`src/rtl/fpu_ss_mem_tracker.sv`:
```
// Metadata tracker for FP loads/stores offloaded over the X-interface memory channel.
// Holds {rd, we, id} per outstanding request and presents the oldest until its result returns.
module fpu_ss_mem_tracker #(
  parameter int unsigned DEPTH    = 4,
  parameter int unsigned ID_WIDTH = 4
) (
  input  logic                         clk_i,
  input  logic                         rst_i,
  input  logic                         push_valid_i,
  output logic                         push_ready_o,
  input  logic [4:0]                   push_rd_i,
  input  logic                         push_we_i,
  input  logic [ID_WIDTH-1:0]          push_id_i,
  output logic                         pop_valid_o,
  input  logic                         pop_ready_i,
  output logic [4:0]                   pop_rd_o,
  output logic                         pop_we_o,
  output logic [ID_WIDTH-1:0]          pop_id_o,
  input  logic                         result_err_i,
  input  logic                         flush_i,
  output logic                         err_o,
  output logic [ID_WIDTH-1:0]          err_id_o,
  output logic                         underflow_o,
  output logic [$clog2(DEPTH+1)-1:0]   count_o
);

  localparam int unsigned PTR_W = $clog2(DEPTH);
  localparam int unsigned CNT_W = $clog2(DEPTH+1);

  typedef struct packed {
    logic [4:0]          rd;
    logic                we;
    logic [ID_WIDTH-1:0] id;
  } entry_t;

  entry_t             mem [DEPTH];
  logic [PTR_W-1:0]   wr_ptr;
  logic [PTR_W-1:0]   rd_ptr;
  logic [CNT_W-1:0]   count_q;
  logic               err_q;
  logic [ID_WIDTH-1:0] err_id_q;
  logic               underflow_q;
  logic               do_push;
  logic               do_pop;

  assign push_ready_o = (count_q != CNT_W'(DEPTH));
  assign pop_valid_o  = (count_q != CNT_W'(0));
  assign do_push      = push_valid_i & push_ready_o;
  assign do_pop       = pop_ready_i & pop_valid_o;

  assign pop_rd_o     = mem[rd_ptr].rd;
  assign pop_we_o     = mem[rd_ptr].we;
  assign pop_id_o     = mem[rd_ptr].id;
  assign count_o      = count_q;
  assign err_o        = err_q;
  assign err_id_o     = err_id_q;
  assign underflow_o  = underflow_q;

  // Entry storage carries no reset; validity is tracked by the occupancy count.
  always_ff @(posedge clk_i) begin
    if (do_push && !flush_i && !rst_i) begin
      mem[wr_ptr] <= '{rd: push_rd_i, we: push_we_i, id: push_id_i};
    end
  end

  // Pointers and occupancy; flush wins over same-cycle push/pop.
  always_ff @(posedge clk_i) begin
    if (rst_i || flush_i) begin
      wr_ptr  <= '0;
      rd_ptr  <= '0;
      count_q <= '0;
    end else begin
      if (do_push) wr_ptr <= wr_ptr + PTR_W'(1);
      if (do_pop)  rd_ptr <= rd_ptr + PTR_W'(1);
      unique case ({do_push, do_pop})
        2'b10:   count_q <= count_q + CNT_W'(1);
        2'b01:   count_q <= count_q - CNT_W'(1);
        default: count_q <= count_q;
      endcase
    end
  end

  // Sticky error capture keeps the id of the first failing result only.
  always_ff @(posedge clk_i) begin
    if (rst_i || flush_i) begin
      err_q       <= 1'b0;
      err_id_q    <= '0;
      underflow_q <= 1'b0;
    end else begin
      if (do_pop && result_err_i && !err_q) begin
        err_q    <= 1'b1;
        err_id_q <= mem[rd_ptr].id;
      end
      if (pop_ready_i && !pop_valid_o) underflow_q <= 1'b1;
    end
  end

endmodule

```
`config.mk`:
```
export PLATFORM = sky130hd
export DESIGN_NAME = fpu_ss_mem_tracker
export DESIGN_NICKNAME = d
export VERILOG_FILES = /design/src/rtl/fpu_ss_mem_tracker.sv
export SDC_FILE = /design/constraint.sdc
export NUM_CORES = 1
export LEC_CHECK = 0
export BUFFER_PORTS_ARGS = -buffer_cell sky130_fd_sc_hd__buf_2
export CORE_MARGIN = 5
export CORE_UTILIZATION = 35
export DETAILED_ROUTE_END_ITERATION = 12
export SKIP_LAST_GASP = 1
export SYNTH_ARGS = -nofsm -noshare
export SYNTH_HDL_FRONTEND = slang
export SYNTH_SLANG_ARGS = --single-unit
```
`constraint.sdc`:
```
create_clock -name clk_i -period 2.65 [get_ports clk_i]
set_input_delay 0.3975 -clock clk_i [delete_from_list [all_inputs] [get_ports clk_i]]
set_output_delay 0.3975 -clock clk_i [all_outputs]
set_load 0.01 [all_outputs]
```
==> flow_metrics.env, run 1 <==
export IMPL_status="finished clean"
export IMPL_synth_top_flop_cell="edfxtp_1"
export IMPL_synth_area_um2=2157
export IMPL_area_growth_pct=16.88
export IMPL_fp_dieArea_um2=7833
export IMPL_netlist_area_leader_share_pct=55.68
export IMPL_synthDistinctLibCells=27
export IMPL_ys_top_cells_by_area="edfxtp_1 56%, dfxtp_1 14%, mux4_2 10%, ha_1 2.9%, a21oi_1 2.1%"
export IMPL_drt_iter0_drc=43
export IMPL_cts_sinks=55
export IMPL_final_util_pct=42.33
export IMPL_cts_buffers=5
export IMPL_slowest_stage="or3b_4"
export IMPL_ys_seq_area_share_pct=69.61
export IMPL_cp_start_kind="flip-flop"
export IMPL_drive_gt1_share_pct=34.10
export IMPL_synth_commonest_cells="40 x edfxtp_1, 15 x dfxtp_1, 10 x mux4_2"
export IMPL_cp_data_required_time_ns=2.89
export IMPL_place_hpwl_um=2780
export IMPL_layout_setup_ws_ns=0.1630
export IMPL_crit_chain="or3b_4 > and2_4 > inv_1 > ha_1 > inv_1 > fa_1 > xor2_1 > or3_2 > a21oi_1"
export IMPL_synth_edf_count=40
export IMPL_drt_total_wl_um=3773
export IMPL_num_rows=28
export IMPL_post_route_period_util_pct=93.85
export IMPL_grt_setup_unrepaired="no"
export IMPL_max_freq_mhz=402.1
export IMPL_wire_per_inst_um=15.21
export IMPL_hold_class="in2reg"
export IMPL_grt_max_degree=18
export IMPL_remaining_drc_errors=0
export IMPL_die_height_um=88.51
export IMPL_route_met3_wl_um=132
export IMPL_fill_cells=564
export IMPL_ys_warn_count=0
export IMPL_cts_tree="built"
export IMPL_via_per_inst=4.843
export IMPL_finalSetupViolCount=0
export IMPL_antenna_found_initial=0
export IMPL_totalPowerFinal_mw=1.569
export IMPL_dpl_instance_area_um2=2407
export IMPL_multi_input_area_um2=596.8
export IMPL_holdBufCountCts=0
export IMPL_core_um2=5956
export IMPL_num_vias=1201
export IMPL_syn_nets=155
export IMPL_gr_total_overflow=0
export IMPL_clk_latency_ns=0.30
export IMPL_tightest_slew_ns=0.5446
export IMPL_hold_violations=0
export IMPL_place_congestion=0.6805
export IMPL_peakVddDrop_mv=0.2238
export IMPL_yosys_register_bits=55
export IMPL_nets=194
export IMPL_synth_most_common_cell="edfxtp_1"
export IMPL_post_place_ws_ns=0.1146
export IMPL_grt_pass1_vias=1242
export IMPL_stdcell_area_um2=2521
export IMPL_met1_length_um=1572
export IMPL_detail_route_antenna_nets=0
export IMPL_die_x_um=88.51
export IMPL_crit_path_max_incr_delay_ns=0.44
export IMPL_fin_tns_setup_ns=0
export IMPL_cts_root_buffer_cell="clkbuf_8"
export IMPL_synthCells=133
export IMPL_io_buffer_count=36
export IMPL_syn_avg_cell_area_um2=16.22
export IMPL_dr_wl_met2_um=2005
export IMPL_async_flop_share_pct=0
export IMPL_regArea_um2=1501
export IMPL_antenna_cells=0
export IMPL_critPathCaptureType="flip-flop"
export IMPL_finalCriticalPeriod_ns=2.487
export IMPL_hold_depth=1
export IMPL_critical_path_class="reg2reg"
export IMPL_maxCapViolations=0
export IMPL_cellPowerDensity_nw_per_um2=622.5
export IMPL_path_max_fanout=7
export IMPL_maxSlewHeadroom_pct=63.41
export IMPL_start_util_pct=36.22
export IMPL_cp_arrival_ns=2.72
export IMPL_dr_pass1_iters=4
export IMPL_cp_common_cell="inv_1"
export IMPL_grt_pass1_wl_um=6189
export IMPL_clock_path_buffers=2
export IMPL_htreeDepth=2
export IMPL_slew_viol_final=0
export IMPL_finClkSkew_ns=0.002415
export IMPL_io_pins=37
export IMPL_track_usage_pct=10.60
export IMPL_reg2reg_depth=9
export IMPL_yosysTopAreaCell="edfxtp_1"
export IMPL_clk_pin_slew_worst_paths_ns=0.09
export IMPL_power_leakage_nw=0.9202
export IMPL_top_layer="met4"
sequential cells by signal, indices dropped and copies added (netlist names), named ones only:
register / cells
err_id_o: 4
count_o: 3
mem: 40
wr_ptr: 2
err_o: 1
underflow_o: 1
rd_ptr: 2
where the power goes:
part           internal [mW]  switching (mW)
combinational         0.0386          0.0524
clock                  0.282           0.257
sequential             0.932         0.00736
worst max-delay path: cells and delay by family (launching register included):
| family | cells | cell delay, ns |
|---|---|---|
| compound gates | 1 | 0.14 |
| xor+xnor | 1 | 0.16 |
| fa+ha+maj | 2 | 0.56 |
| flops | 1 | 0.42 |
| buf+inv | 2 | 0.11 |
| simple gates | 3 | 1.03 |
logic make-up (layout without fill, tap and decap cells):
kind of cell / Yosys count / count (layout) / synth area share, %
compound gates: 19 / 19 / 5.104
simple gates: 26 / 26 / 6.555
flops: 55 / 55 / 69.61
mux: 10 / 10 / 10.44
xor+xnor: 4 / 4 / 1.624
fa+ha+maj: 6 / 6 / 3.828
buf+inv: 13 / 53 / 2.842
worst paths after layout:
kind                                   start     endpoint  slack, ns
worst max-delay path              count_o[2]   count_o[2]       0.16
worst min-delay path            push_rd_i[1]    mem[2][6]       0.31
worst max register to register    count_o[2]   count_o[2]       0.16
worst min register to register   err_id_o[3]  err_id_o[3]       0.48
layout by cell type, fill, tap and decap left out, types with 2 or more instances in the layout:
cell and count:
edfxtp_1 40, buf_2 36, dfxtp_1 15, nand3_1 6, nor2_1 9, mux4_2 10
xor2_1 4, and3_1 4, inv_1 8, a21oi_1 9, a21o_1 2, clkbuf_8 5
o21ai_0 5, ha_1 5
cell type report:
class | count | area share (%)
clock buffer | 5 | 2.730
clock inverter | 3 | 1.687
inverter | 8 | 1.191
multi-input combinational | 65 | 23.67
sequential | 55 | 59.55
tap | 75 | 3.722
timing repair buffer | 37 | 7.444
routing by layer:
layer | up-vias | track usage, %
met5 | - | 0
li1 | 582 | -
met1 | 593 | 13.33
met2 | 21 | 18.15
met4 | 0 | 3.709
met3 | 5 | 2.235
repair_timing:
| action | in CTS | in global routing |
|---|---|---|
| gates resized for setup | 0 | 1 |
| endpoints found under the setup margin | 0 | 1 |
| setup buffers | 0 | 0 |
stage by stage:
stage          hold WS [ns]  instances
6_report             0.3068        248
5_1_grt              0.3014        248
4_1_cts              0.2969        248
3_5_place_dp         0.4633        240
3_3_place_gp         0.4467        240
2_1_floorplan        0.4847        133
(Power assumes the default switching activity.)
==> inputs of run 2 (changes only) <==
==> constraint.sdc (replaced) <==
create_clock -name clk_i -period 2.4 [get_ports clk_i]
set_input_delay 0.36 -clock clk_i [delete_from_list [all_inputs] [get_ports clk_i]]
set_output_delay 0.36 -clock clk_i [all_outputs]
set_load 0.02 [all_outputs]
==> run 2 against run 1 <==
Net effect: combinational power grew 26%; routed wire length grew 4.7%; highest routed layer unchanged; cell count grew 1.2%; critical path depth is the same; power grew 11%; via count grew 1.4%; setup slack lost 0.067 ns; final area grew 1.8%; fmax grew 7.9%; critical endpoint unchanged; clock skew grew 0.0016 ns; global-route usage grew 0.085 points.
==> flow_metrics.env, run 2 (synthesis gave the netlist of run 1 again) <==
export IMPL_status="finished clean"
export IMPL_top_layer="met4"
export IMPL_via_per_inst=4.853
export IMPL_power_leakage_nw=0.9381
export IMPL_dr_pass1_iters=4
export IMPL_layout_commonest_cell="edfxtp_1"
export IMPL_hold_class="in2reg"
export IMPL_num_vias=1218
export IMPL_largest_register="mem"
export IMPL_drt_total_wl_um=3949
export IMPL_hold_violations=0
export IMPL_holdBufCountCts=0
export IMPL_gr_total_overflow=0
export IMPL_crit_family="simple AND/OR/NAND/NOR gates"
export IMPL_track_usage_pct=10.69
export IMPL_totalPowerFinal_mw=1.747
export IMPL_detail_route_antenna_nets=0
export IMPL_remaining_drc_errors=0
export IMPL_hold_path_startpoint="push_rd_i[2]"
export IMPL_grt_setup_unrepaired="no"
export IMPL_dr_wl_met2_um=2212
export IMPL_grt_pass1_vias=1295
export IMPL_area_growth_pct=19.03
export IMPL_grt_pass1_wl_um=6182
export IMPL_tightest_slew_ns=0.6109
export IMPL_max_freq_mhz=434.0
export IMPL_nets=197
export IMPL_clock_path_buffers=2
export IMPL_path_buf_inv=2
export IMPL_crit_path_max_incr_delay_ns=0.39
export IMPL_place_congestion=0.6841
export IMPL_cts_tree="built"
export IMPL_antenna_found_initial=0
export IMPL_cp_data_required_time_ns=2.64
export IMPL_cts_root_buffer_cell="clkbuf_8"
export IMPL_die_height_um=88.51
export IMPL_slew_viol_final=0
export IMPL_grt_max_degree=18
export IMPL_die_x_um=88.51
export IMPL_maxSlewHeadroom_pct=58.96
export IMPL_htreeDepth=2
export IMPL_crit_start="count_o[1]"
export IMPL_layout_setup_ws_ns=0.09565
export IMPL_cp_arrival_ns=2.54
export IMPL_post_route_period_util_pct=96.01
export IMPL_drt_iter0_drc=56
export IMPL_clk_latency_ns=0.30
export IMPL_cp_common_cell="inv_1"
export IMPL_wire_per_inst_um=15.73
export IMPL_place_hpwl_um=2827
export IMPL_clk_pin_slew_worst_paths_ns=0.09
export IMPL_finalCriticalPeriod_ns=2.304
export IMPL_route_met3_wl_um=139
export IMPL_num_rows=28
export IMPL_reg2reg_from="count_o[1]"
export IMPL_maxCapViolations=0
export IMPL_fin_tns_setup_ns=0
export IMPL_fp_dieArea_um2=7833
export IMPL_cellPowerDensity_nw_per_um2=680.4
export IMPL_largest_reg_flops=40
export IMPL_antenna_cells=0
export IMPL_finalSetupViolCount=0
export IMPL_core_um2=5956
export IMPL_cts_sinks=55
export IMPL_post_place_ws_ns=0.04293
export IMPL_peakVddDrop_mv=0.3486
export IMPL_crit_chain="or3b_4 > and2_4 > inv_1 > ha_2 > inv_1 > fa_2 > xor2_1 > or3_4 > a21oi_2"
export IMPL_io_buffer_count=36
export IMPL_slowest_stage="or3b_4"
export IMPL_layout_common_cells="40 x edfxtp_1, 36 x buf_2, 12 x dfxtp_1"
export IMPL_io_pins=37
export IMPL_finClkSkew_ns=0.003995
export IMPL_critical_path_class="reg2reg"
export IMPL_start_util_pct=36.22
export IMPL_cts_buffers=5
export IMPL_met1_length_um=1531
export IMPL_drive_gt1_share_pct=38.64
export IMPL_path_max_fanout=5
export IMPL_cp_start_kind="flip-flop"
export IMPL_critPathCaptureType="flip-flop"
run 2: cell count changes in the layout (fill, tap and decap cells not counted), sizes merged:
cell / delta
buf: +3
run 2: cell type report:
cell class | instances | area [um^2]
sequential | 55 | 1513
multi-input combinational | 65 | 609.3
clock inverter | 3 | 42.54
clock buffer | 5 | 68.82
inverter | 8 | 30.03
tap | 75 | 93.84
fill | 553 | 3388
timing repair buffer | 40 | 210.2
run 2: final timing paths:
kind                               endpoint  slack, ns  cells after the start
worst min register to register  underflow_o       0.48                      2
worst min-delay path              mem[0][7]       0.27                      1
worst max register to register   count_o[2]        0.1                      9
worst max-delay path             count_o[2]        0.1                      9
run 2: worst register-to-register path: cells and delay by family (launching register included):
family	cells	cell delay, ns
simple gates	3	0.91
fa+ha+maj	2	0.55
flops	1	0.36
xor+xnor	1	0.16
compound gates	1	0.13
buf+inv	2	0.12
run 2: stage by stage:
step	utilization (%)	hold slack [ns]	area, um^2	instances
2_1_floorplan	-	0.4589	2173	133
4_1_cts	42.79	0.2580	2549	249
3_5_place_dp	40.82	0.4603	2431	241
6_report	43.11	0.2677	2567	251
5_1_grt	43.11	0.2547	2567	251
3_3_place_gp	40.82	0.4466	2431	241
run 2: timing repair:
| action | CTS | global route |
|---|---|---|
| gates resized for setup | 2 | 1 |
| buffers inserted | 0 | 2 |
| endpoints found under the hold margin | 0 | 0 |
| pin swaps | 0 | 1 |
| endpoints found under the setup margin | 1 | 1 |
run 2: layer usage:
layer	vias up	global-route usage [%]
met2	21	19.58
met4	0	4.121
met3	6	2.421
met5	-	0
met1	607	12.03
li1	584	-
run 2: where the power goes:
group / total [mW] / leakage (nW) / internal (mW) / switching [mW]
Clock: 0.596 / 0.0562 / 0.311 / 0.285
Combinational: 0.115 / 0.397 / 0.0449 / 0.0701
Sequential: 1.04 / 0.485 / 1.03 / 0.00793
==> inputs of run 3 (changes only) <==
--- a/config.mk
+++ b/config.mk
@@ -9,6 +9,7 @@
 export CORE_MARGIN = 5
 export CORE_UTILIZATION = 35
 export DETAILED_ROUTE_END_ITERATION = 12
+export SETUP_SLACK_MARGIN = 0.2
 export SKIP_LAST_GASP = 1
 export SYNTH_ARGS = -nofsm -noshare
 export SYNTH_HDL_FRONTEND = slang
==> run 3 against run 2 <==
Net effect: critical path depth stayed put; utilization up 1.2 points; global-route usage up 0.22 points; final area is 2.7% higher.
==> flow_metrics.env, run 3 (synthesis gave the netlist of run 1 again) <==
export IMPL_post_route_period_util_pct=90.48
export IMPL_cts_buffers=5
export IMPL_grt_max_degree=18
export IMPL_place_hpwl_um=2762
export IMPL_num_rows=28
export IMPL_holdBufCountCts=0
export IMPL_cts_sinks=55
export IMPL_core_um2=5956
export IMPL_tightest_slew_ns=0.5519
export IMPL_finalCriticalPeriod_ns=2.172
export IMPL_maxCapViolations=0
export IMPL_grt_pass1_wl_um=6437
export IMPL_num_vias=1241
export IMPL_place_congestion=0.7409
export IMPL_status="finished clean"
export IMPL_cp_start_kind="flip-flop"
export IMPL_pwr_share_clk_pct=37.8
export IMPL_pwr_share_seq_pct=55.4
export IMPL_largest_reg_flops=40
export IMPL_clk_pin_slew_worst_paths_ns=0.10
export IMPL_hold_violations=0
export IMPL_die_height_um=88.51
export IMPL_drt_total_wl_um=4008
export IMPL_detail_route_antenna_nets=0
export IMPL_nets=201
export IMPL_hold_class="in2reg"
export IMPL_die_x_um=88.51
export IMPL_io_pins=37
export IMPL_totalPowerFinal_mw=1.866
export IMPL_largest_register="mem"
export IMPL_finalSetupViolCount=0
export IMPL_p_switching_mw=0.3701
export IMPL_place_inst=241
export IMPL_cts_root_buffer_cell="clkbuf_8"
export IMPL_instances_no_fill=255
export IMPL_track_usage_pct=10.91
export IMPL_cellPowerDensity_nw_per_um2=707.6
export IMPL_antenna_found_initial=0
export IMPL_gr_total_overflow=0
export IMPL_grt_setup_unrepaired="yes"
export IMPL_io_buffer_count=36
export IMPL_fp_dieArea_um2=7833
export IMPL_layout_commonest_cell="edfxtp_1"
export IMPL_swShare_pct=19.83
export IMPL_wire_per_inst_um=15.72
export IMPL_antenna_cells=0
export IMPL_clock_path_buffers=2
export IMPL_area_growth_pct=22.27
export IMPL_htreeDepth=2
export IMPL_finClkSkew_ns=0.009325
export IMPL_start_util_pct=36.22
export IMPL_drt_iter0_drc=67
export IMPL_critPathCaptureType="flip-flop"
export IMPL_cp_data_required_time_ns=2.63
export IMPL_slew_viol_final=0
export IMPL_path_max_fanout=3
export IMPL_grt_pass1_vias=1300
export IMPL_p_comb_share_pct=6.9
export IMPL_via_per_inst=4.867
export IMPL_power_leakage_nw=0.9686
export IMPL_drive_gt1_share_pct=42.22
export IMPL_cts_tree="built"
export IMPL_maxSlewHeadroom_pct=63.21
export IMPL_peakVddDrop_mv=0.2608
export IMPL_clk_latency_ns=0.30
export IMPL_cp_arrival_ns=2.40
export IMPL_critical_path_class="reg2reg"
export IMPL_fin_tns_setup_ns=0
export IMPL_intPower_mw=1.496
export IMPL_remaining_drc_errors=0
export IMPL_dr_pass1_iters=4
export IMPL_max_freq_mhz=460.5
export IMPL_layout_common_cells="40 x edfxtp_1, 36 x buf_2, 12 x dfxtp_1"
==> run 3: worst max-delay path: stages, from the launching register on <==
cell     delay [ns]
dfxtp_4        0.36
or3b_4         0.39
and2_4         0.15
inv_2          0.06
ha_4           0.13
inv_2          0.04
fa_2           0.35
xor2_1         0.16
or3_4          0.33
a21oi_2        0.14
==> run 3: path summary, 6_finish.rpt <==
check | from | endpoint | slack (ns) | cells past startpoint
setup / recovery | count_o[1] | count_o[2] | 0.23 | 9
setup reg to reg | count_o[1] | count_o[2] | 0.23 | 9
hold / removal | push_id_i[3] | mem[2][3] | 0.27 | 1
hold reg to reg | underflow_o | underflow_o | 0.48 | 2
==> run 3: routing by layer <==
| layer | routed length [um] | vias to the layer above | global-route usage, % |
|---|---|---|---|
| met5 | 0 | - | 0 |
| met4 | 40 | 0 | 4.121 |
| met3 | 114 | 2 | 1.769 |
| met2 | 2210 | 22 | 19.51 |
| met1 | 1643 | 627 | 13.18 |
| li1 | - | 590 | - |
==> run 3: timing repair <==
item,in CTS,in global routing
setup buffers,2,4
resized for setup,2,1
endpoints found under the setup margin,1,2
pin swaps,0,2
==> run 3: layout make-up <==
class | instances | area, um^2
fillers | 547 | 3318
flip-flops and latches | 55 | 1513
multi-input cells | 65 | 624.3
repair buffers | 44 | 240.2
well taps | 75 | 93.84
clock buffers | 5 | 68.82
clock inverters | 3 | 67.56
inverters | 8 | 30.03
==> run 3: metrics by stage <==
stage	hold WS [ns]	cell area, um^2	setup WS (ns)	util [%]
after floorplan	0.4589	2187	0.1568	-
after global placement	0.4472	2445	0.2770	41.05
after detailed placement	0.4586	2445	0.1916	41.05
after CTS	0.2625	2603	0.2102	43.70
after global routing	0.2537	2638	0.1864	44.29
final	0.2745	2638	0.2285	44.29
==> run 3: power by group through the flow <==
stage	sequential, mW	clock (mW)	combinational (mW)
6_report	1.03	0.705	0.128
3_5_place_dp	1.06	0	0.118
4_1_cts	1.03	0.718	0.121
3_3_place_gp	1.06	0	0.112
5_1_grt	1.04	0.755	0.142
2_1_floorplan	1.06	0	0.0680
